File: config.mk
export PLATFORM = sky130hd
export DESIGN_NAME = sketch_counter_update
export DESIGN_NICKNAME = d
export VERILOG_FILES = /design/src/rtl/sketch_counter_update.sv
export SDC_FILE = /design/constraint.sdc
export NUM_CORES = 1
export LEC_CHECK = 0
export CORE_UTILIZATION = 48
export CTS_CLUSTER_DIAMETER = 50
export DETAILED_ROUTE_END_ITERATION = 8
export GPL_TIMING_DRIVEN = 1
export PLACE_DENSITY = 0.72
export SYNTH_ARGS = -nofsm -noshare
export SYNTH_HDL_FRONTEND = slang
export SYNTH_SLANG_ARGS = --single-unit
export TNS_END_PERCENT = 10
File: constraint.sdc
create_clock -name memclk_i -period 3.8 [get_ports memclk_i]
set_clock_uncertainty 0.05 [all_clocks]
set_input_delay 0.38 -clock memclk_i [delete_from_list [all_inputs] [get_ports memclk_i]]
set_output_delay 0.38 -clock memclk_i [all_outputs]
set_load 0.02 [all_outputs]
File: src/rtl/sketch_counter_update.sv
// sketch_counter_update
//   Last stage of the sketch hash pipeline. Each hash result {row, col} is
//   paired in order with a packet byte count. The matching SRAM counter is
//   then updated with a read-modify-write: counter += bytes. A clear request
//   sweeps zeros over the whole counter array. Clock domain: memclk.
//
//   Optional feature macro: SKETCH_SATURATE_EN
//     defined   - the sum clamps at all-ones, so a counter never wraps
//     undefined - the sum wraps modulo 2**CNT_WIDTH
//
// Ports
//   memclk_i, reset_i            clock, async active-high reset
//   hash_valid_i/hash_data_i/
//   sram_id_i                    hash push (col = hash LSBs, row = id LSBs)
//   byte_valid_i/byte_cnt_i      byte-count push
//   clear_req_i                  pulse: zero every counter
//   mem_req_o/mem_wr_o/
//   mem_addr_o/mem_wdata_o       registered SRAM request, held until mem_gnt_i
//   mem_gnt_i                    request accepted this cycle
//   mem_rvalid_i/mem_rdata_i     read return, latency >= 1
//   busy_o                       FSM active or either queue non-empty
//   drop_cnt_o                   saturating count of overflow drops
//   update_cnt_o                 wrapping count of completed updates
module sketch_counter_update #(
    parameter int HASH_WIDTH  = 32,
    parameter int ID_WIDTH    = 16,
    parameter int BYTE_WIDTH  = 16,
    parameter int ROW_BITS    = 2,
    parameter int COL_BITS    = 16,
    parameter int CNT_WIDTH   = 32,
    parameter int QDEPTH_LOG2 = 2
) (
    input  logic                         memclk_i,
    input  logic                         reset_i,
    input  logic                         hash_valid_i,
    input  logic [HASH_WIDTH-1:0]        hash_data_i,
    input  logic [ID_WIDTH-1:0]          sram_id_i,
    input  logic                         byte_valid_i,
    input  logic [BYTE_WIDTH-1:0]        byte_cnt_i,
    input  logic                         clear_req_i,
    output logic                         mem_req_o,
    output logic                         mem_wr_o,
    output logic [ROW_BITS+COL_BITS-1:0] mem_addr_o,
    output logic [CNT_WIDTH-1:0]         mem_wdata_o,
    input  logic                         mem_gnt_i,
    input  logic                         mem_rvalid_i,
    input  logic [CNT_WIDTH-1:0]         mem_rdata_i,
    output logic                         busy_o,
    output logic [15:0]                  drop_cnt_o,
    output logic [31:0]                  update_cnt_o
);
    localparam int AW = ROW_BITS + COL_BITS;
    localparam int QD = 1 << QDEPTH_LOG2;
    localparam logic [QDEPTH_LOG2:0] QFULL = (QDEPTH_LOG2+1)'(QD);

    typedef enum logic [2:0] {IDLE, RD_REQ, RD_WAIT, WR_REQ, CLR} state_e;

    state_e                 state_q;
    logic                   clr_pend_q;
    logic [BYTE_WIDTH-1:0]  bytes_q;
    logic                   mem_req_q, mem_wr_q;
    logic [AW-1:0]          mem_addr_q;
    logic [CNT_WIDTH-1:0]   mem_wdata_q;
    logic [15:0]            drop_q;
    logic [31:0]            upd_q;

    // Queue storage carries no reset; only the pointers and counts matter.
    logic [AW-1:0]          hq_mem_q [QD];
    logic [BYTE_WIDTH-1:0]  bq_mem_q [QD];
    logic [QDEPTH_LOG2-1:0] hq_wp_q, hq_rp_q, bq_wp_q, bq_rp_q;
    logic [QDEPTH_LOG2:0]   hq_cnt_q, bq_cnt_q;

    logic clear_go, pop, hq_full, bq_full, hq_push, bq_push, hq_ovf, bq_ovf;
    logic [AW-1:0]          hq_in;
    logic [CNT_WIDTH:0]     sum_ext;
    logic [CNT_WIDTH-1:0]   sum_d;
    logic                   unused_bits;

    assign hq_in    = {sram_id_i[ROW_BITS-1:0], hash_data_i[COL_BITS-1:0]};
    assign clear_go = clear_req_i || clr_pend_q;
    assign hq_full  = (hq_cnt_q == QFULL);
    assign bq_full  = (bq_cnt_q == QFULL);
    // A pending clear outranks queued pairs, so no pop while one is waiting.
    assign pop      = (state_q == IDLE) && !clear_go && (hq_cnt_q != '0) && (bq_cnt_q != '0);
    // A full queue still accepts a push when its head leaves the same cycle.
    assign hq_push  = hash_valid_i && (!hq_full || pop);
    assign bq_push  = byte_valid_i && (!bq_full || pop);
    assign hq_ovf   = hash_valid_i && !hq_push;
    assign bq_ovf   = byte_valid_i && !bq_push;

    assign sum_ext = {1'b0, mem_rdata_i} + {{(CNT_WIDTH+1-BYTE_WIDTH){1'b0}}, bytes_q};
`ifdef SKETCH_SATURATE_EN
    assign sum_d = sum_ext[CNT_WIDTH] ? '1 : sum_ext[CNT_WIDTH-1:0];
`else
    assign sum_d = sum_ext[CNT_WIDTH-1:0];
`endif
    assign unused_bits = ^{hash_data_i, sram_id_i, sum_ext[CNT_WIDTH]};

    always_ff @(posedge memclk_i) begin
        if (hq_push) hq_mem_q[hq_wp_q] <= hq_in;
        if (bq_push) bq_mem_q[bq_wp_q] <= byte_cnt_i;
    end

    always_ff @(posedge memclk_i or posedge reset_i) begin
        if (reset_i) begin
            hq_wp_q  <= '0; hq_rp_q <= '0; hq_cnt_q <= '0;
            bq_wp_q  <= '0; bq_rp_q <= '0; bq_cnt_q <= '0;
            drop_q   <= '0;
        end else begin
            if (hq_push) hq_wp_q <= hq_wp_q + 1'b1;
            if (bq_push) bq_wp_q <= bq_wp_q + 1'b1;
            if (pop) begin
                hq_rp_q <= hq_rp_q + 1'b1;
                bq_rp_q <= bq_rp_q + 1'b1;
            end
            if (hq_push && !pop)      hq_cnt_q <= hq_cnt_q + 1'b1;
            else if (!hq_push && pop) hq_cnt_q <= hq_cnt_q - 1'b1;
            if (bq_push && !pop)      bq_cnt_q <= bq_cnt_q + 1'b1;
            else if (!bq_push && pop) bq_cnt_q <= bq_cnt_q - 1'b1;
            // Both queues overflowing together still count as one lost packet.
            if ((hq_ovf || bq_ovf) && drop_q != 16'hFFFF) drop_q <= drop_q + 1'b1;
        end
    end

    always_ff @(posedge memclk_i or posedge reset_i) begin
        if (reset_i) begin
            state_q     <= IDLE;
            clr_pend_q  <= 1'b0;
            bytes_q     <= '0;
            mem_req_q   <= 1'b0;
            mem_wr_q    <= 1'b0;
            mem_addr_q  <= '0;
            mem_wdata_q <= '0;
            upd_q       <= '0;
        end else begin
            if (clear_req_i && state_q != IDLE && state_q != CLR) clr_pend_q <= 1'b1;
            unique case (state_q)
                IDLE: begin
                    if (clear_go) begin
                        clr_pend_q  <= 1'b0;
                        state_q     <= CLR;
                        mem_req_q   <= 1'b1;
                        mem_wr_q    <= 1'b1;
                        mem_addr_q  <= '0;
                        mem_wdata_q <= '0;
                    end else if (pop) begin
                        state_q    <= RD_REQ;
                        mem_req_q  <= 1'b1;
                        mem_wr_q   <= 1'b0;
                        mem_addr_q <= hq_mem_q[hq_rp_q];
                        bytes_q    <= bq_mem_q[bq_rp_q];
                    end
                end
                RD_REQ: if (mem_gnt_i) begin
                    mem_req_q <= 1'b0;
                    state_q   <= RD_WAIT;
                end
                RD_WAIT: if (mem_rvalid_i) begin
                    mem_req_q   <= 1'b1;
                    mem_wr_q    <= 1'b1;
                    mem_wdata_q <= sum_d;
                    state_q     <= WR_REQ;
                end
                WR_REQ: if (mem_gnt_i) begin
                    mem_req_q <= 1'b0;
                    mem_wr_q  <= 1'b0;
                    upd_q     <= upd_q + 1'b1;
                    state_q   <= IDLE;
                end
                CLR: begin
                    // The address register doubles as the sweep counter.
                    if (clear_req_i) begin
                        mem_addr_q <= '0;
                    end else if (mem_gnt_i) begin
                        if (mem_addr_q == '1) begin
                            mem_req_q <= 1'b0;
                            mem_wr_q  <= 1'b0;
                            state_q   <= IDLE;
                        end else begin
                            mem_addr_q <= mem_addr_q + 1'b1;
                        end
                    end
                end
                default: state_q <= IDLE;
            endcase
        end
    end

    assign mem_req_o    = mem_req_q;
    assign mem_wr_o     = mem_wr_q;
    assign mem_addr_o   = mem_addr_q;
    assign mem_wdata_o  = mem_wdata_q;
    assign busy_o       = (state_q != IDLE) || (hq_cnt_q != '0) || (bq_cnt_q != '0);
    assign drop_cnt_o   = drop_q;
    assign update_cnt_o = upd_q;
endmodule

==> impl_metrics.ini <==
[sta]
post-route-min-period_ns = 2.908
max_freq_mhz = 343.9
worst_slew_pin_slew_ns = 1.025
setup_violations = 0
grt_setup_unrepaired = no
fin_crit_sh_pct = 76.52
slew_viol_final = 0
setup-tns-final_ns = 0
finalHoldViolCount = 0
maxSlewHeadroom_pct = 31.65

[clock_tree]
cts.sinks = 270
postCtsSetupRepairBufs = 0
path_clk_slew_ns = 0.06
root_buffer = clkbuf_16
clock_latency_ns = 0.56
cts_resized = 0
cts_buffer_depth = 3
postCtsHoldBufs = 0
cts_tree = built
h-tree-depth = 1
cts_buffers = 31

[global_routing]
overflow = 0
grt_pass1_wl_um = 42280
antenna_found_initial = 0
grt_max_degree = 47
grt_use_total_pct = 20.43
grt_pass1_vias = 8049

[route]
vias_per_cell = 5.507
route.detailed.drc = 0
drtIter0Drc = 467
vias = 8024
firstDrtPassIters = 7
wirelength_um = 26200
drtAntennaViolNets = 0
wl_per_cell_um = 17.98

[die]
dieWidth_um = 161.1
io_pins = 204
dieHeight_um = 161.1
die_area_um2 = 25950
initial_utilization_pct = 49.51
rows = 57
coreArea_um2 = 24530

[placed_design]
dp_hpwl_um = 17970
numPortBuffers = 173
gp_congestion = 0.9199
placed_area_um2 = 14290

[power]
p_sw_w = 0.003702
vdd_drop_max_v = 0.0005002
leakage_nw = 5.911
seq_power_share_pct = 40.0
p_comb_share_pct = 34.8
intPower_w = 0.007126
pwr_density_cell_nw_per_um2 = 710.9
p_sw_share_pct = 34.19
clkPwrFrac_pct = 25.2

[synthesis]
postSynthAreaPerCell_um2 = 13.17
synth_edf_count = 136
synth-simple-area-share_pct = 11.27
ys_top_cells_by_area = edfxtp_1 34%, dfrtp_1 28%, mux4_2 6.3%
ys_seq_elements = 270
netlist_area_um2 = 12150
async_flop_share_pct = 49.63
synth_fa_ha_area_share_pct = 3.482
yosysWarnings = 0
syn_inst = 922
synth.area.mux_share_pct = 8.158
syn_nets = 1057
synth_most_common_cell = edfxtp_1
synth_top_area_share_pct = 33.62
synth_top_area_cell = edfxtp_1
synth_top_family_by_area = simple AND/OR/NAND/NOR gates
seq_area_frac_synth_pct = 61.23
synth_commonest_cells = 136 x edfxtp_1, 134 x dfrtp_1, 94 x nand2_1
synth_ff_type = edfxtp_1
synth_compound_area_share_pct = 7.993
ys_types = 75
yosys.area_share.xor_xnor_pct = 5.768

[worst_setup_path]
critical_path_class = reg -> reg
start_kind = flop
cp_max_fo = 14
critPathArrivalTime_ns = 3.32
cp-end-kind = flop
crit_required_ns = 4.21

[status]
outcome = finished, final reports clean

[finish]
finalNetCount = 1244
postLayoutCellArea_um2 = 15230
antenna_cells = 0
drive_gt1_share_pct = 12.71
area_growth_pct = 25.41

[run]
cap_violations = 0

[hold_path]
hp-class = in -> async
==> path summary, 6_finish.rpt <==
check	start	depth (start not counted)	endpoint	slack, ns
min	reset_i	2	drop_cnt_o[12]	0.35
min in group memclk_i	sram_id_i[0]	1	hq_mem_q[0][16]	0.41
min reg2reg	update_cnt_o[31]	1	update_cnt_o[31]	0.41
max in group asynchronous	reset_i	3	mem_addr_o[1]	2.59
max	state_q[2]	9	bq_cnt_q[2]	0.89
max reg2reg	state_q[2]	9	bq_cnt_q[2]	0.89
==> critical path, cell delays in order, from the launching register on <==
cell and delay (ns):
dfrtp_1 0.52, nor2_1 0.39, a31oi_1 0.18, nor2b_1 0.47, ha_1 0.29, inv_1 0.06, fa_1 0.38, xor2_1 0.18
nor2_1 0.12, xor2_1 0.17
==> area by class of cell <==
class | count | area (µm²)
Clock inverter | 20 | 145.1
Tap cell | 324 | 405.4
Multi-Input combinational cell | 590 | 4454
Timing Repair Buffer | 192 | 1899
Fill cell | 1889 | 9300
Clock buffer | 37 | 798.3
Inverter | 24 | 93.84
Sequential cell | 270 | 7437
==> power by group through the flow <==
stage	Clock, W	Sequential [W]	Combinational, W
floorplan	0	0.00439	0.00247
global placement	0	0.00436	0.00369
detailed placement	0	0.00439	0.00377
CTS	0.00280	0.00434	0.00380
global route	0.00290	0.00443	0.00414
finish	0.00273	0.00433	0.00377
==> metal layers <==
layer  track usage (%)  routed length (µm)
met1             27.92               11520
met2             34.29               12720
met3             3.313                1480
met4             5.017                 483
met5                 0                   0
==> flip-flops by register name (all words and copies together) (netlist names), 16 cells and up <==
register      cells
bq_mem_q         64
bytes_q          16
drop_cnt_o       16
hq_mem_q         72
mem_addr_o       18
mem_wdata_o      32
update_cnt_o     32
==> cells by family (layout without fill, tap and decap cells) <==
logic type                 after synthesis  after routing
adders and majority gates               32             32
AOI/OAI and AO/OA                      150            150
buffers and inverters                   62            273
DFF                                    270            270
xor gates and xnor gates                80             80
muxes                                   54             54
and+or+nand+nor                        274            274
==> metrics by stage <==
step	util (%)	total power (W)	hold slack [ns]	std cells	worst slack [ns]
floorplan	-	0.006857	0.3987	922	1.252
global placement	58.25	0.008057	0.4111	1400	0.5335
detailed placement	58.25	0.008164	0.4098	1400	0.4612
CTS	62.09	0.01094	0.3865	1457	0.8877
global route	62.09	0.01147	0.4096	1457	0.6469
finish	62.09	0.01083	0.3487	1457	0.8923
==> cells in the final DEF (no fill, tap or decap), types with 6 or more instances in the layout <==
| cell | instances |
|---|---|
| a21oi_1 | 29 |
| mux4_2 | 34 |
| and2_1 | 11 |
| o21ai_0 | 54 |
| clkbuf_16 | 31 |
| edfxtp_1 | 136 |
| nor2_1 | 46 |
| clkdlybuf4s50_1 | 173 |
| o31ai_1 | 6 |
| inv_1 | 23 |
| nand4_1 | 21 |
| nand3_1 | 34 |
| and3_1 | 20 |
| buf_4 | 17 |
| mux2_2 | 20 |
| dfrtp_1 | 134 |
| nor3_1 | 8 |
| clkbuf_1 | 6 |
| a32oi_1 | 6 |
| xor2_1 | 28 |
| xnor2_1 | 52 |
| ha_1 | 29 |
| clkinv_2 | 9 |
| nand2_1 | 94 |
(Power assumes the default switching activity.)
